`config.mk`:
```
export PLATFORM = sky130hd
export DESIGN_NAME = priority_encoder_serial
export DESIGN_NICKNAME = d
export VERILOG_FILES = /design/src/rtl/priority_encoder_serial.sv
export SDC_FILE = /design/constraint.sdc
export NUM_CORES = 1
export LEC_CHECK = 0
export ABC_CLOCK_PERIOD_IN_PS = 34100
export CORE_MARGIN = 5
export CORE_UTILIZATION = 50
export CTS_BUF_LIST = sky130_fd_sc_hd__clkbuf_4 sky130_fd_sc_hd__clkbuf_8
export DETAILED_ROUTE_END_ITERATION = 10
export PLACE_DENSITY = 0.69
export SKIP_CTS_REPAIR_TIMING = 1
export SYNTH_ARGS = -nofsm -noshare
export SYNTH_HDL_FRONTEND = slang
export SYNTH_SLANG_ARGS = --single-unit
```
`constraint.sdc`:
```
create_clock -name clk -period 34.1 [get_ports clk]
set_input_delay 6.82 -clock clk [delete_from_list [all_inputs] [get_ports clk]]
set_output_delay 6.82 -clock clk [all_outputs]
set_load 0.01 [all_outputs]
```
`src/rtl/priority_encoder_serial.sv`:
```
// priority_encoder_serial
//   Latches a WIDTH-bit request vector and emits the index of each set bit,
//   one per accepted output beat. Bits are served highest-first or
//   lowest-first, as chosen at accept, and each bit is cleared once served.
//
// Ports
//   clk, rst_n      rising-edge clock, asynchronous active-low reset
//   in_valid        request vector valid
//   in_ready        a new vector can be accepted this cycle
//   in_req          request vector, bit i = line i requesting
//   in_msb_first    1 = serve the highest index first, 0 = the lowest first
//   out_valid       out_idx holds a pending index
//   out_ready       downstream takes the current index
//   out_idx         index of the currently selected request bit
//   out_last        current index is the final pending bit
//   out_count       pending bits, including the current one
module priority_encoder_serial #(
   parameter int WIDTH = 32,
   parameter int IDX_W = $clog2(WIDTH)
) (
   input  logic             clk,
   input  logic             rst_n,
   input  logic             in_valid,
   output logic             in_ready,
   input  logic [WIDTH-1:0] in_req,
   input  logic             in_msb_first,
   output logic             out_valid,
   input  logic             out_ready,
   output logic [IDX_W-1:0] out_idx,
   output logic             out_last,
   output logic [IDX_W:0]   out_count
);

   logic [WIDTH-1:0] pend, pend_nxt;
   logic             dir, dir_nxt;
   logic [IDX_W-1:0] hi_idx, lo_idx;
   logic [IDX_W:0]   cnt;
   logic             in_fire, out_fire;

   // Scan the pending bits once in each direction. The last hit wins, so
   // the upward scan leaves the highest set bit and the downward scan
   // leaves the lowest. An empty vector yields 0 for every output.
   always_comb begin
      hi_idx = '0;
      lo_idx = '0;
      cnt    = '0;
      for (int i = 0; i < WIDTH; i++) begin
         if (pend[i]) begin
            hi_idx = IDX_W'(i);
            cnt    = cnt + (IDX_W+1)'(1);
         end
      end
      for (int i = WIDTH-1; i >= 0; i--) begin
         if (pend[i]) lo_idx = IDX_W'(i);
      end
   end

   assign out_valid = |pend;
   assign out_idx   = dir ? hi_idx : lo_idx;
   assign out_count = cnt;
   assign out_last  = (cnt == (IDX_W+1)'(1));

   // A vector is accepted when the block is empty, or on the beat that
   // drains the last pending bit, so back-to-back vectors see no bubble.
   // Gating with rst_n holds in_ready low while reset is asserted.
   assign in_ready = rst_n & (~out_valid | (out_ready & out_last));

   assign in_fire  = in_valid & in_ready;
   assign out_fire = out_valid & out_ready;

   // A new vector replaces the register contents. This also covers the
   // last beat, where the served bit would have cleared pend to zero.
   always_comb begin
      pend_nxt = pend;
      dir_nxt  = dir;
      if (in_fire) begin
         pend_nxt = in_req;
         dir_nxt  = in_msb_first;
      end else if (out_fire) begin
         for (int i = 0; i < WIDTH; i++) begin
            if (IDX_W'(i) == out_idx) pend_nxt[i] = 1'b0;
         end
      end
   end

   always_ff @(posedge clk or negedge rst_n) begin
      if (!rst_n) begin
         pend <= '0;
         dir  <= 1'b0;
      end else begin
         pend <= pend_nxt;
         dir  <= dir_nxt;
      end
   end

endmodule
```
# Yosys cells after proc, flatten, opt, wreduce, memory -nomap -nowiden
# Index checks and enable logic that the tools add are counted.
# W data, S select, Z words.
# word_totals
inputBits	37
regBits	33
out_inout_bits	14
# classes
mux	130
n_reduce_logical	67
n_eq_ne	32
bitwise_logic	6
addsub	31
# ops
cell	count
$mux W5	63
$add A6 B1 Y6 const B	31
$mux W6	31
$eq A5 B5 Y1 const A	16
$reduce_bool A2 Y1	33
$mux W32	2
$reduce_and A2 Y1	32
$eq A4 B5 Y1 const A	8
$mux W1	34
$reduce_or A32 Y1	1
$eq A3 B5 Y1 const A	4
$eq A2 B5 Y1 const A	2
$eq A6 B1 Y1 const B	1
$eq A1 B5 Y1 const A	1
$logic_not A5 Y1	1
$and A1 B1 Y1	4
$not A1 Y1	1
$or A1 B1 Y1	1

# Depth between registers and ports, before layout
# depth
ltp_word	70
mapped_depth	95
depth_no_buf	93

# Least setup slack after synthesis
# OpenSTA, ideal clock, no wires.
# synth_path
path_kind	register -> output
from	register pend[0]
to	output port in_ready
path_stages_with_launch	94
setup_slack_ps	11431
path_buffers	1
arrival_ps	15849
required_time_ps	27280
path_cell_list	dfrtp_1 inv_1 ha_1 buf_6 xor2_1 ha_1 xor2_1 mux2i_1 xor2_1 nand2_1 o21ai_0 ha_1 nand2_1 o31a_1 nor2_1 xnor2_1 nor2_1 a21o_1 [58 not listed] o21ai_0 o21ai_0 inv_1 ha_1 nand2_1 o21ai_0 ha_1 and2_1 o21bai_1 o21ai_0 nand2_1 xor2_1 mux2i_1 xor3_1 nor4_4 nand3b_1 mux2_4 a21boi_0
# synth_via
elab_chain_cells	67
# synth_rtl
item	line	rtl
from (decl)	34	logic [WIDTH-1:0] pend, pend_nxt;
from (signal assigned)	91	pend <= pend_nxt;
$mux W1 *	48	if (pend[i]) begin
$add A6 B1 Y6	50	cnt = cnt + (IDX_W+1)'(1);
$mux W6 *	48	
$add A6 B1 Y6	50	
$mux W6 *	48	
$add A6 B1 Y6	50	
$mux W6 *	48	
$add A6 B1 Y6	50	
[52 not listed]	--	
$mux W6 *	48	
$add A6 B1 Y6	50	
$mux W6 *	48	
via out_count[4]	31	output logic [IDX_W:0] out_count
$eq A6 B1 Y1 *	61	assign out_last = (cnt == (IDX_W+1)'(1));
$and A1 B1 Y1 *	66	assign in_ready = rst_n & (~out_valid | (out_ready & out_last));
$or A1 B1 Y1 *	66	
$and A1 B1 Y1 *	66	
to (decl)	24	output logic in_ready,
# The timed path passes the listed nets; every way through them passes the cells marked *.

# Final worst setup path
# layout_path
from	register pend[1]
to	output port in_ready
# layout_via
elab_chain_cells	65
# layout_rtl
item	line
$mux W6	48
$add A6 B1 Y6	50
$mux W6	48
$add A6 B1 Y6	50
$mux W6	48
$add A6 B1 Y6	50
$mux W6	48
$add A6 B1 Y6	50
[49 not listed]	--
$add A6 B1 Y6	50
$mux W6	48
$add A6 B1 Y6	50
$mux W6	48
$eq A6 B1 Y1	61
$and A1 B1 Y1	66
$or A1 B1 Y1 *	66
$and A1 B1 Y1 *	66
# Every way passes the cells marked *; elsewhere a longest branch is shown, timed or not.

==> results.json <==
{
  "clkTransAtPathRegs_ns": 0.08,
  "synth_top_area_cell": "dfrtp_1",
  "port-buffer-count": 50,
  "holdPathStages": 2,
  "reg2reg_depth": 94,
  "cp.arrival_ns": 18.45,
  "synthCells": 922,
  "nNetsFinal": 1008,
  "avgViaCountPerCell": 5.79,
  "yosys_warnings": 0,
  "drc": 0,
  "drtPass1Iterations": 5,
  "yosys-top-cells-area": "dfrtp_1 11%, xnor2_1 9.9%, ha_1 5.6%",
  "drt_wl_total_mm": 18.2,
  "worst_hold_startpoint": "pend[0]",
  "cts_buffer_depth": 2,
  "ys_types": 94,
  "wl_per_cell_um": 16.2,
  "cts_root_buffer": "clkbuf_8",
  "num_rows": 44,
  "synthAdderAreaFrac_pct": 5.64,
  "drv_cap": 0,
  "synth_nets": 992,
  "max_stage_delay_ns": 0.56,
  "area_delta_synth_final_pct": 8.73,
  "cts_buffers": 5,
  "r2r-end": "pend[24]",
  "async_flop_share_pct": 100,
  "status": "finished clean",
  "seq_area_frac_synth_pct": 11.3,
  "finalSetupViolCount": 0,
  "synth-compound-area-share_pct": 21.2,
  "crit_start": "pend[1]",
  "insertedDiodeCount": 0,
  "nFillCells": 1403,
  "die-width_um": 131,
  "whs_endpoint": "pend[0]",
  "dieArea_um2": 17200,
  "cp_slowest_cell": "a221oi_1",
  "synth-simple-area-share_pct": 21.2,
  "cts_sinks": 33,
  "start_util_pct": 50.8,
  "globalRouteOverflowTotal": 0,
  "synth.top_cell.area_share_pct": 11.3,
  "drtAntennaViolNets": 0,
  "reg2reg_slack_ns": 15.48,
  "critPathCaptureType": "output pin",
  "fin_crit_ns": 25.27,
  "gp_congestion": 0.892,
  "grt_pass1_vias": 6326,
  "synth_top_family_by_area": "XOR/XNOR gates",
  "die_h_um": 131,
  "startpoint_type": "flip-flop",
  "max_clock_freq_mhz": 39.6,
  "antenna_found_initial": 0,
  "synth-xor-area-share_pct": 26.2,
  "synth_area_per_cell_um2": 7.94,
  "final-hold-violation-count": 0,
  "insertion_delay_ns": 0.30,
  "skew_ns": 0.00650,
  "maxSlewHeadroom_pct": 43.4,
  "htree_levels": 2,
  "grt_max_degree": 36,
  "critPathKind": "flip-flop to output pin",
  "slew_viol_final": 0,
  "crit_fanout": 7,
  "finalSetupTns_ns": 0,
  "hold_ws_ns": 0.659,
  "grt_pass1_wl_mm": 30.5,
  "drtIter0Drc": 362,
  "worst_pin_slew_ns": 0.849,
  "reg2reg_from": "pend[1]",
  "cts_tree": "yes",
  "min_path_type": "flip-flop to flip-flop",
  "synth_edf_count": 0,
  "crit_top_cell": "ha_1",
  "rsz0062_at_grt": "false",
  "gr-usage-all-layers_pct": 21.6,
  "vias": 6506,
  "finalCritPeriodShare_pct": 74.1,
  "coreArea_um2": 14400,
  "drive_above_1_share_pct": 9.16,
  "ys_ff_latch": 33,
  "synthesis.area_um2": 7320,
  "pin_count": 51,
  "post_synth_mux_area_share_pct": 8.51,
  "cp.required_ns": 27.28,
  "synth_flop_cell": "dfrtp_1",
  "detailed_place_hpwl_mm": 14.8
}
-- cells in the final DEF, fill, tap and decap left out, types with 7 or more instances in the layout --
| cell type | Yosys | layout |
|---|---|---|
| and3_1 | 9 | 9 |
| nand2b_1 | 11 | 11 |
| clkdlybuf4s50_1 | 0 | 49 |
| xnor2_1 | 83 | 83 |
| nand2_1 | 106 | 106 |
| o211ai_1 | 8 | 8 |
| xnor3_1 | 12 | 12 |
| xor2_1 | 38 | 38 |
| nor2_1 | 54 | 54 |
| nor2b_1 | 19 | 19 |
| nor4_1 | 9 | 9 |
| dfrtp_1 | 33 | 33 |
| mux2i_1 | 21 | 21 |
| a31oi_1 | 10 | 10 |
| a21oi_1 | 65 | 65 |
| o21ai_0 | 52 | 52 |
| mux2_4 | 20 | 20 |
| and2_1 | 8 | 8 |
| a21boi_0 | 13 | 13 |
| o31ai_1 | 8 | 8 |
| nand4_1 | 7 | 7 |
| nand3_1 | 29 | 29 |
| ha_1 | 33 | 33 |
| o21bai_1 | 11 | 11 |
| nor3_1 | 25 | 25 |
| inv_1 | 50 | 50 |
| o21ai_1 | 9 | 9 |
-- registers in the layout, indices dropped and copies added, names as in the netlist --
register  cells
pend         32
dir           1
-- worst max-delay path: cells and delay by family (launching register included) --
family	cells	cell delay [ns]
adders and majority gates	17	5.11
and+or+nand+nor	24	2.53
DFF	1	0.46
muxes	6	1.45
AOI/OAI and AO/OA	27	4.70
buffers and inverters	3	0.77
xor gates and xnor gates	16	3.11
-- logic make-up after synthesis --
logic type,count (synthesis)
simple gates,311
compound gates,234
xor+xnor,160
buf+inv,100
mux,51
fa+ha+maj,33
flops,33
-- cells in the mapped netlist, types with 5 or more instances --
library cell  number
xnor3_1           12
xor2_2             6
a31oi_1           10
nor3_1            25
nand3_1           29
o21bai_1          11
and3_1             9
clkbuf_1          30
mux2_4            20
or2_2              5
o21ai_0           52
a21boi_0          13
xnor2_1           83
xnor2_2            5
o21ai_1            9
nand2b_1          11
ha_1              33
nand4_1            7
mux2_1             6
and2_1             8
xor2_1            38
a21oi_1           65
o211ai_1           8
or3_1              6
o31ai_1            8
inv_2              6
inv_1             50
a21o_1             5
dfrtp_1           33
buf_2              7
nor2b_1           19
nor2_1            54
nor4_1             9
mux2i_1           21
nand2_1          106
-- through the flow --
stage	instances	utilization (%)	instance area [um^2]	setup slack, ns
2_1_floorplan	922	-	7320	11.43
5_1_grt	1123	55.2	7960	7.19
4_1_cts	1123	55.2	7960	8.92
3_5_place_dp	1115	54.4	7840	9.31
3_3_place_gp	1115	54.4	7840	9.96
6_report	1123	55.2	7960	8.83
-- area by class of cell --
type                            count  area [um^2]  share of cell area [%]
Clock buffer                        7         90.1                    1.13
Clock inverter                      1         30.0                   0.377
Inverter                           56          210                    2.64
Multi-Input combinational cell    789         6060                    76.1
Sequential cell                    33          826                    10.4
Tap cell                          184          230                    2.89
Timing Repair Buffer               53          518                    6.51
-- how the worst max path moves through the flow --
stage	end
2_1_floorplan	in_ready
3_3_place_gp	in_ready
3_5_place_dp	in_ready
4_1_cts	in_ready
5_1_grt	in_ready
6_report	in_ready
-- routing by layer --
metal | wire length (um) | global-route usage (%)
met1 | 8640 | 28.7
met2 | 8640 | 37.2
met3 | 677 | 3.33
met4 | 267 | 4.42
met5 | 0 | 0
Power is left out: the tool's default activity adds up to more than one toggle a clock period on the data nets, which glitch-free logic cannot reach.
